===== src/rtl/tt_sel_seq.sv =====
// ============================================================================
// tt_sel_seq
// ----------------------------------------------------------------------------
// Purpose:
//   On-chip sequencer for the controller's design-select inputs. A requester
//   hands over a target design address. The block then drives a
//   reset/increment pulse train on ctrl_sel_rst_n / ctrl_sel_inc so that the
//   controller's select counter ends up holding that address. It can then
//   optionally raise ctrl_ena for the selected design. Every phase of the
//   pulse train lasts half_period+1 clock cycles.
//
// Parameters:
//   ADDR_W         width of the design address (2^ADDR_W selectable slots)
//   HP_W           width of the half-period timing field
//
// Ports:
//   clk            system clock
//   rst_n          synchronous, active-low reset
//   req_valid      request present
//   req_ready      request can be accepted (high only while idle)
//   req_addr       target design address, sampled on accept
//   req_ena        raise ctrl_ena after selection, sampled on accept
//   half_period    phase length minus one in clk cycles, sampled on accept
//   ctrl_sel_rst_n active-low select-counter reset to the controller
//   ctrl_sel_inc   select-counter increment strobe to the controller
//   ctrl_ena       enable for the selected design
//   busy           a sequence is in progress
//   done           one-cycle pulse when a sequence completes
//   cur_addr       address the controller currently holds
//   cur_valid      cur_addr is known
//
// Configuration macro:
//   TT_SEL_SEQ_INCR_EN  when defined, a request whose address is at or above
//                       a known current address skips the select-counter
//                       reset. Only the missing increments are issued.
//                       When undefined, every request resets the counter first.
// ============================================================================
module tt_sel_seq #(
  parameter int ADDR_W = 10,
  parameter int HP_W   = 4
) (
  input  logic              clk,
  input  logic              rst_n,
  input  logic              req_valid,
  output logic              req_ready,
  input  logic [ADDR_W-1:0] req_addr,
  input  logic              req_ena,
  input  logic [HP_W-1:0]   half_period,
  output logic              ctrl_sel_rst_n,
  output logic              ctrl_sel_inc,
  output logic              ctrl_ena,
  output logic              busy,
  output logic              done,
  output logic [ADDR_W-1:0] cur_addr,
  output logic              cur_valid
);

  // Sequencer states. The pulse train walks DIS -> RST_LO -> RST_HI and then
  // alternates INC_HI/INC_LO once per increment before the single FIN cycle.
  typedef enum logic [2:0] {
    S_IDLE,
    S_DIS,
    S_RST_LO,
    S_RST_HI,
    S_INC_HI,
    S_INC_LO,
    S_FIN
  } state_t;

  state_t r_state;
  state_t w_stateNext;

  // Request fields captured at accept time
  logic [ADDR_W-1:0] r_target;
  logic              r_ena;
  logic [HP_W-1:0]   r_hp;
  logic              r_incr;

  // Phase timer
  logic [HP_W-1:0]   r_cnt;

  // Registered outputs
  logic              r_ready;
  logic              r_selRstN;
  logic              r_selInc;
  logic              r_ctrlEna;
  logic              r_busy;
  logic              r_done;
  logic [ADDR_W-1:0] r_curAddr;
  logic              r_curValid;

  // Combinational helpers
  logic              w_accept;
  logic              w_phaseEnd;
  logic              w_phaseChange;
  logic [ADDR_W-1:0] w_addrInc;
  logic              w_incrOk;

  // A request is taken only while idle. r_ready is a registered copy of
  // "state is IDLE", so it is safe to use as the handshake qualifier.
  assign w_accept   = req_valid && r_ready;

  // The phase timer counts down from H to zero. The last cycle of a phase is
  // the one where the timer reads zero.
  assign w_phaseEnd = (r_cnt == '0);

  // The address the controller will hold once the current INC_LO phase ends.
  // The exit decision from INC_LO compares against this post-increment value,
  // so the pulse count comes out exactly equal to the target address.
  assign w_addrInc  = r_curAddr + ADDR_W'(1);

  // Any state change is a phase entry and reloads the timer.
  assign w_phaseChange = (w_stateNext != r_state);

`ifdef TT_SEL_SEQ_INCR_EN
  // Incremental selection is possible only when the counter's contents are
  // known. The counter can only count up, so the target must also not be
  // below the current address.
  assign w_incrOk = r_curValid && (req_addr >= r_curAddr);
`else
  // Without incremental selection every request takes the full reset path.
  assign w_incrOk = 1'b0;
`endif

  // State register. Reset drops straight back to IDLE from any state, which
  // also aborts a sequence that is in flight.
  always_ff @(posedge clk) begin
    if (!rst_n) begin
      r_state <= S_IDLE;
    end else begin
      r_state <= w_stateNext;
    end
  end

  // Next-state logic. Each timed state waits for its phase timer to reach
  // zero before it moves on. The decision to issue another increment uses the
  // address the counter holds after the current phase. That value is zero
  // when leaving RST_HI and the incremented value when leaving INC_LO.
  always_comb begin
    w_stateNext = r_state;
    unique case (r_state)
      S_IDLE: begin
        if (w_accept) begin
          w_stateNext = S_DIS;
        end
      end
      S_DIS: begin
        if (w_phaseEnd) begin
          if (r_incr) begin
            w_stateNext = (r_curAddr != r_target) ? S_INC_HI : S_FIN;
          end else begin
            w_stateNext = S_RST_LO;
          end
        end
      end
      S_RST_LO: begin
        if (w_phaseEnd) begin
          w_stateNext = S_RST_HI;
        end
      end
      S_RST_HI: begin
        if (w_phaseEnd) begin
          w_stateNext = (r_target != '0) ? S_INC_HI : S_FIN;
        end
      end
      S_INC_HI: begin
        if (w_phaseEnd) begin
          w_stateNext = S_INC_LO;
        end
      end
      S_INC_LO: begin
        if (w_phaseEnd) begin
          w_stateNext = (w_addrInc != r_target) ? S_INC_HI : S_FIN;
        end
      end
      S_FIN: begin
        w_stateNext = S_IDLE;
      end
      default: begin
        w_stateNext = S_IDLE;
      end
    endcase
  end

  // Request capture. Target address, enable request and half period are
  // frozen on accept. Later changes on the request inputs cannot disturb a
  // sequence that has already started. The incremental decision is also made
  // here, against the counter contents seen at accept time.
  always_ff @(posedge clk) begin
    if (!rst_n) begin
      r_target <= '0;
      r_ena    <= 1'b0;
      r_hp     <= '0;
      r_incr   <= 1'b0;
    end else if (w_accept) begin
      r_target <= req_addr;
      r_ena    <= req_ena;
      r_hp     <= half_period;
      r_incr   <= w_incrOk;
    end
  end

  // Phase timer. On accept it loads straight from the half_period input,
  // because r_hp is only being written on that same edge. On every later
  // phase entry it reloads from the captured copy. Otherwise it counts down
  // and parks at zero.
  always_ff @(posedge clk) begin
    if (!rst_n) begin
      r_cnt <= '0;
    end else if (w_accept) begin
      r_cnt <= half_period;
    end else if (w_phaseChange) begin
      r_cnt <= r_hp;
    end else if (r_cnt != '0) begin
      r_cnt <= r_cnt - HP_W'(1);
    end
  end

  // Handshake and status flags. They are registered from the next state, so
  // each flag is valid for exactly the cycles the FSM spends in the
  // matching state. done therefore lasts the single FIN cycle.
  always_ff @(posedge clk) begin
    if (!rst_n) begin
      r_ready <= 1'b1;
      r_busy  <= 1'b0;
      r_done  <= 1'b0;
    end else begin
      r_ready <= (w_stateNext == S_IDLE);
      r_busy  <= (w_stateNext != S_IDLE);
      r_done  <= (w_stateNext == S_FIN);
    end
  end

  // Select pins. The counter reset is driven low only in RST_LO. The
  // increment strobe is driven high only in INC_HI. In every other state,
  // including IDLE, both pins sit at their inactive levels.
  always_ff @(posedge clk) begin
    if (!rst_n) begin
      r_selRstN <= 1'b1;
      r_selInc  <= 1'b0;
    end else begin
      r_selRstN <= (w_stateNext != S_RST_LO);
      r_selInc  <= (w_stateNext == S_INC_HI);
    end
  end

  // Design enable. It is dropped for the whole sequence as soon as DIS is
  // entered. The new value is applied on the edge that leaves FIN, so the
  // design is only enabled once selection has fully completed.
  always_ff @(posedge clk) begin
    if (!rst_n) begin
      r_ctrlEna <= 1'b0;
    end else if (r_state == S_FIN) begin
      r_ctrlEna <= r_ena;
    end else if (w_stateNext == S_DIS) begin
      r_ctrlEna <= 1'b0;
    end
  end

  // Tracked controller address. Once the reset pulse has ended, the
  // controller is known to hold zero. Each completed increment pulse then
  // adds one. The address becomes unknown when a full-reset sequence starts.
  // An incremental sequence keeps it valid, because the counter is never
  // disturbed in that case.
  always_ff @(posedge clk) begin
    if (!rst_n) begin
      r_curAddr  <= '0;
      r_curValid <= 1'b0;
    end else begin
      if (w_accept && !w_incrOk) begin
        r_curValid <= 1'b0;
      end else if ((r_state == S_RST_HI) && w_phaseEnd) begin
        r_curValid <= 1'b1;
      end

      if ((r_state == S_RST_HI) && w_phaseEnd) begin
        r_curAddr <= '0;
      end else if ((r_state == S_INC_LO) && w_phaseEnd) begin
        r_curAddr <= w_addrInc;
      end
    end
  end

  assign req_ready      = r_ready;
  assign busy           = r_busy;
  assign done           = r_done;
  assign ctrl_sel_rst_n = r_selRstN;
  assign ctrl_sel_inc   = r_selInc;
  assign ctrl_ena       = r_ctrlEna;
  assign cur_addr       = r_curAddr;
  assign cur_valid      = r_curValid;

endmodule

===== config.mk =====
export PLATFORM = sky130hd
export DESIGN_NAME = tt_sel_seq
export DESIGN_NICKNAME = d
export VERILOG_FILES = /design/src/rtl/tt_sel_seq.sv
export SDC_FILE = /design/constraint.sdc
export NUM_CORES = 1
export LEC_CHECK = 0
export CAP_MARGIN = 20
export CORE_UTILIZATION = 59
export CTS_BUF_LIST = sky130_fd_sc_hd__clkbuf_4
export DETAILED_ROUTE_END_ITERATION = 10
export GPL_ROUTABILITY_DRIVEN = 0
export GPL_TIMING_DRIVEN = 0
export PLACE_DENSITY = 0.88
export SLEW_MARGIN = 30
export SYNTH_ARGS = -nofsm -noshare
export SYNTH_HDL_FRONTEND = slang
export SYNTH_SLANG_ARGS = --single-unit

===== constraint.sdc =====
create_clock -name clk -period 6.1 [get_ports clk]
set_clock_uncertainty 0.05 [all_clocks]
set_input_delay 0.915 -clock clk [delete_from_list [all_inputs] [get_ports clk]]
set_output_delay 0.915 -clock clk [all_outputs]
set_load 0.005 [all_outputs]

# == After elaboration in Yosys (flattened, before gate mapping) ==
# Cells that the tools add are included.
# totals
regBits,39
inputBits,18
out_inout_bits,17
wordCells,55
# classes
add_sub_neg,2
eq_ne,12
mux,14
bitwise,1
reduce_logical,13
# op_table
op,count
$mux W3,6
$pmux W3 S6,1
$eq A3 B3 Y1 const B,5
$mux W4,3
$add A10 B1 Y10 const B,1
$ne A10 B10 Y1,1
$reduce_bool A10 Y1,1
$eq A3 B1 Y1 const B,2
$eq A3 B2 Y1 const B,2
$logic_not A3 Y1,2
$reduce_bool A3 Y1,2
$logic_not A4 Y1,1
$mux W2,2
$reduce_bool A4 Y1,1
$reduce_or A2 Y1,2
$sub A4 B1 Y4 const B,1
$logic_and A1 B1 Y1,3
$ne A3 B2 Y1 const B,1
$ne A3 B3 Y1,1
$mux W1,2
$reduce_bool A2 Y1,1
$not A1 Y1,1

# == Logic depth before layout (Yosys ltp) ==
# depth
word_depth,8
ltp_mapped,9
mapped_depth_nobuf,8

# == Least setup slack after synthesis ==
# Ideal clock, no wire load.
# synth_path
path_kind,input-to-reg
start,input req_valid
end,register r_cnt[0]
arrival_ns,2.051
t_required_ns,5.980
slack_ns,3.929
stages,7
path_cell_list,and2_1 -> clkbuf_1 -> nor3_1 -> nand2b_1 -> or2_2 -> o21a_1 -> a21oi_1
# synth_via
elab_chain_len,6
elab_cells_between_ends,7
classes_between,eq/ne: 1; mux: 4; reduce/logical: 2
# synth_rtl
element,line,rtl
from (decl),44,"input logic req_valid,"
$logic_and A1 B1 Y1 (*),101,assign w_accept = req_valid && r_ready;
$mux W3,143,if (w_accept) begin
$pmux W3 S6,141,unique case (r_state)
$ne A3 B3 Y1,113,assign w_phaseChange = (w_stateNext != r_state);
$mux W4,212,end else if (w_phaseChange) begin
$mux W4,210,end else if (w_accept) begin
to (signal assigned),211,r_cnt <= half_period;
to (signal assigned),213,r_cnt <= r_hp;
to (signal assigned),215,r_cnt <= r_cnt - HP_W'(1);
to (decl),80,logic [HP_W-1:0] r_cnt;
# Every way passes the cells marked *; elsewhere a longest branch is shown, timed or not.
# A chain may end at the register's enable or synchronous reset.

# == Final worst setup path ==
# Ends and elaborated chain as after synthesis.

==> results.toml <==
[clocking]
numCtsBuffers = 5
holdBufCountCts = 0
postCtsSetupRepairBufs = 0
clk_pin_slew_ps = 120
cts_tree = "done"
h-tree-depth = 2
clkLatencyLatePin_ps = 350
clock-root-buffer = "clkbuf_4"
cts_buffer_depth = 2
cts_resized = 0
cts.sinks = 39

[yosys]
synth_fp_nets = 269
synth_area_leaders = "dfxtp_1 (39%), nand2_1 (7.6%), xnor2_1 (5.7%), a21boi_0 (5.6%), nor2_1 (4.1%)"
synth_most_common_cell = "nand2_1"
synth.ff_latch_count = 39
async_reset_ff_share_pct = 0
synth_edf_count = 0
synth_common_cells = "nand2_1 (41), dfxtp_1 (39), nor2_1 (22), a21boi_0 (15), xnor2_1 (13)"
synth_top_area_share_pct = 38.8
avgSynthCellArea_um2 = 8.09
synth_area_um2 = 2010
yosys.area.top_type = "dfxtp_1"
yosys_warnings = 0
yosysSeqAreaShare_pct = 38.8
netlist_instances = 249
yosysUniqueCellTypes = 48
synthFlopType = "dfxtp_1"

[placed_design]
place_hpwl_um = 3280
place_ws_ps = 3260
postPlaceCellArea_um2 = 2400
io_buffers = 33

[final_layout]
area_growth_pct = 22.0
drive_gt1_share_pct = 5.17
nets = 309
fin_area_um2 = 2460
antenna_cells = 0

[detailed_routing]
dr_total_vias = 1886
totalWireLength_um = 4430
viasPerCell = 5.65
dr.pass1.iters = 4
routedWlPerCell_um = 13.3
drc_errors = 0
ant_nets = 0
drt_iter0_markers = 114

[setup_path]
crit_required_ps = 6340
setup.worst_path.start_class = "primary input"
crit_fanout = 9
critPathCaptureType = "register"
crit_type = "primary input to register"
worstPathArrival_ps = 2730

[min_path]
hp-class = "register to register"

[sta]
setup_viol = 0
rsz0062_at_grt = "no"
hold-worst-slack_ps = 428
maxSlewViolCount = 0
worstMarginPinSlew_ps = 540
post-route-period-util_pct = 40.8
worst_slack_ps = 3610
slew_headroom_pct = 63.9
tns_ps = 0
hold_violations = 0
fin_crit_ps = 2490
max_freq_mhz = 402

[global_route]
grt_use_total_pct = 27.1
grt-ovfl-total = 0
antenna_found_initial = 0
grt_pass1_wl_um = 7370
grt_pass1_vias = 1674
grt_max_degree = 13

[power_and_ir_drop]
power.density_nw_per_um2 = 281
total_power_uw = 689
power.leakage_nw = 0.862
ir_drop_mv = 0.236

[floorplan]
die_area_um2 = 3650
io_pins = 35
fp.coreArea_um2 = 3150
row_count = 20
initial_core_util_pct = 63.8
die_x_um = 60.4
die_h_um = 60.4

[outcome]
status = "completed"

[run]
maxCapViolCount = 0
worst max-delay path, cell delays in order:
cell and delay, ps:
clkdlybuf4s50_1 410, and2_1 160, clkbuf_1 220, nor3_1 270, nand2b_1 110, or2_2 330
o21a_1 180, a21oi_1 140
logic make-up after synthesis:
| group | after synthesis | synth area share [%] |
|---|---|---|
| multiplexers | 1 | 0.497 |
| AO/OA/AOI/OAI | 55 | 18.8 |
| XOR/XNOR | 21 | 9.14 |
| AND/OR/NAND/NOR | 110 | 27.2 |
| adder cells (fa/ha/maj) | 2 | 1.24 |
| buffers and inverters | 21 | 4.35 |
| flip-flops | 39 | 38.8 |
state kept, by name, summed over array words and instances (netlist names):
signal / count
r_state: 3
r_target: 10
req_ready: 1
ctrl_sel_rst_n: 1
done: 1
r_hp: 4
cur_valid: 1
r_cnt: 4
ctrl_sel_inc: 1
r_ena: 1
busy: 1
cur_addr: 10
ctrl_ena: 1
cell type report:
class,instances,area (um^2)
clock inverters,2,12.5
repair buffers,33,330
flip-flops and latches,39,781
plain buffers,17,72.6
fillers,253,697
clock buffers,6,45.0
inverters,4,15.0
well taps,44,55.1
multi-input cells,189,1140
through the flow:
stage | std cells | utilization, %
2_1_floorplan | 249 | -
3_3_place_gp | 326 | 76.1
3_5_place_dp | 326 | 76.1
4_1_cts | 334 | 77.9
5_1_grt | 334 | 77.9
6_report | 334 | 77.9
power by group:
| group | leakage [nW] | internal [mW] | switching (mW) |
|---|---|---|---|
| Combinational | 0.512 | 0.109 | 0.134 |
| Sequential | 0.319 | 0.285 | 0.0261 |
| Clock | 0.0317 | 0.0489 | 0.0855 |
final timing paths:
check	slack, ps	from	cells after the start	endpoint
worst max-delay path	3610	req_valid	8	r_cnt[0]$_SDFFE_PN0P_
worst min-delay path	430	r_hp[0]$_SDFFE_PN0P_	2	r_hp[0]$_SDFFE_PN0P_
worst min register to register	430	r_hp[0]$_SDFFE_PN0P_	2	r_hp[0]$_SDFFE_PN0P_
worst max register to register	3780	cur_addr[0]$_SDFFE_PP0P_	8	ctrl_sel_inc$_SDFF_PN0_
layout by cell type (no fill, tap or decap), types with 3 or more instances in the layout:
cell	netlist	routed
dfxtp_1	39	39
nand2_1	41	41
inv_1	4	4
or3_1	5	5
a21oi_1	7	7
o21a_1	3	3
nor4_1	3	3
xnor2_1	13	13
xor2_1	8	8
clkdlybuf4s50_1	0	33
a21boi_0	15	15
nand3_1	6	6
nand4_1	4	4
nor3_1	4	4
o21ai_0	10	10
clkbuf_4	0	6
a31oi_1	6	6
nor2_1	22	22
o2111ai_1	3	3
clkbuf_1	12	12
nor2b_1	4	4
nand2b_1	4	4
metal layers:
layer  global-route usage (%)  part of all wire, %
met3                     6.40                  4.2
met4                     10.7                  1.6
met1                     37.2                   49
met2                     41.3                   45
met5                        0                    0
No activity file was read; power rests on OpenSTA's default activity.
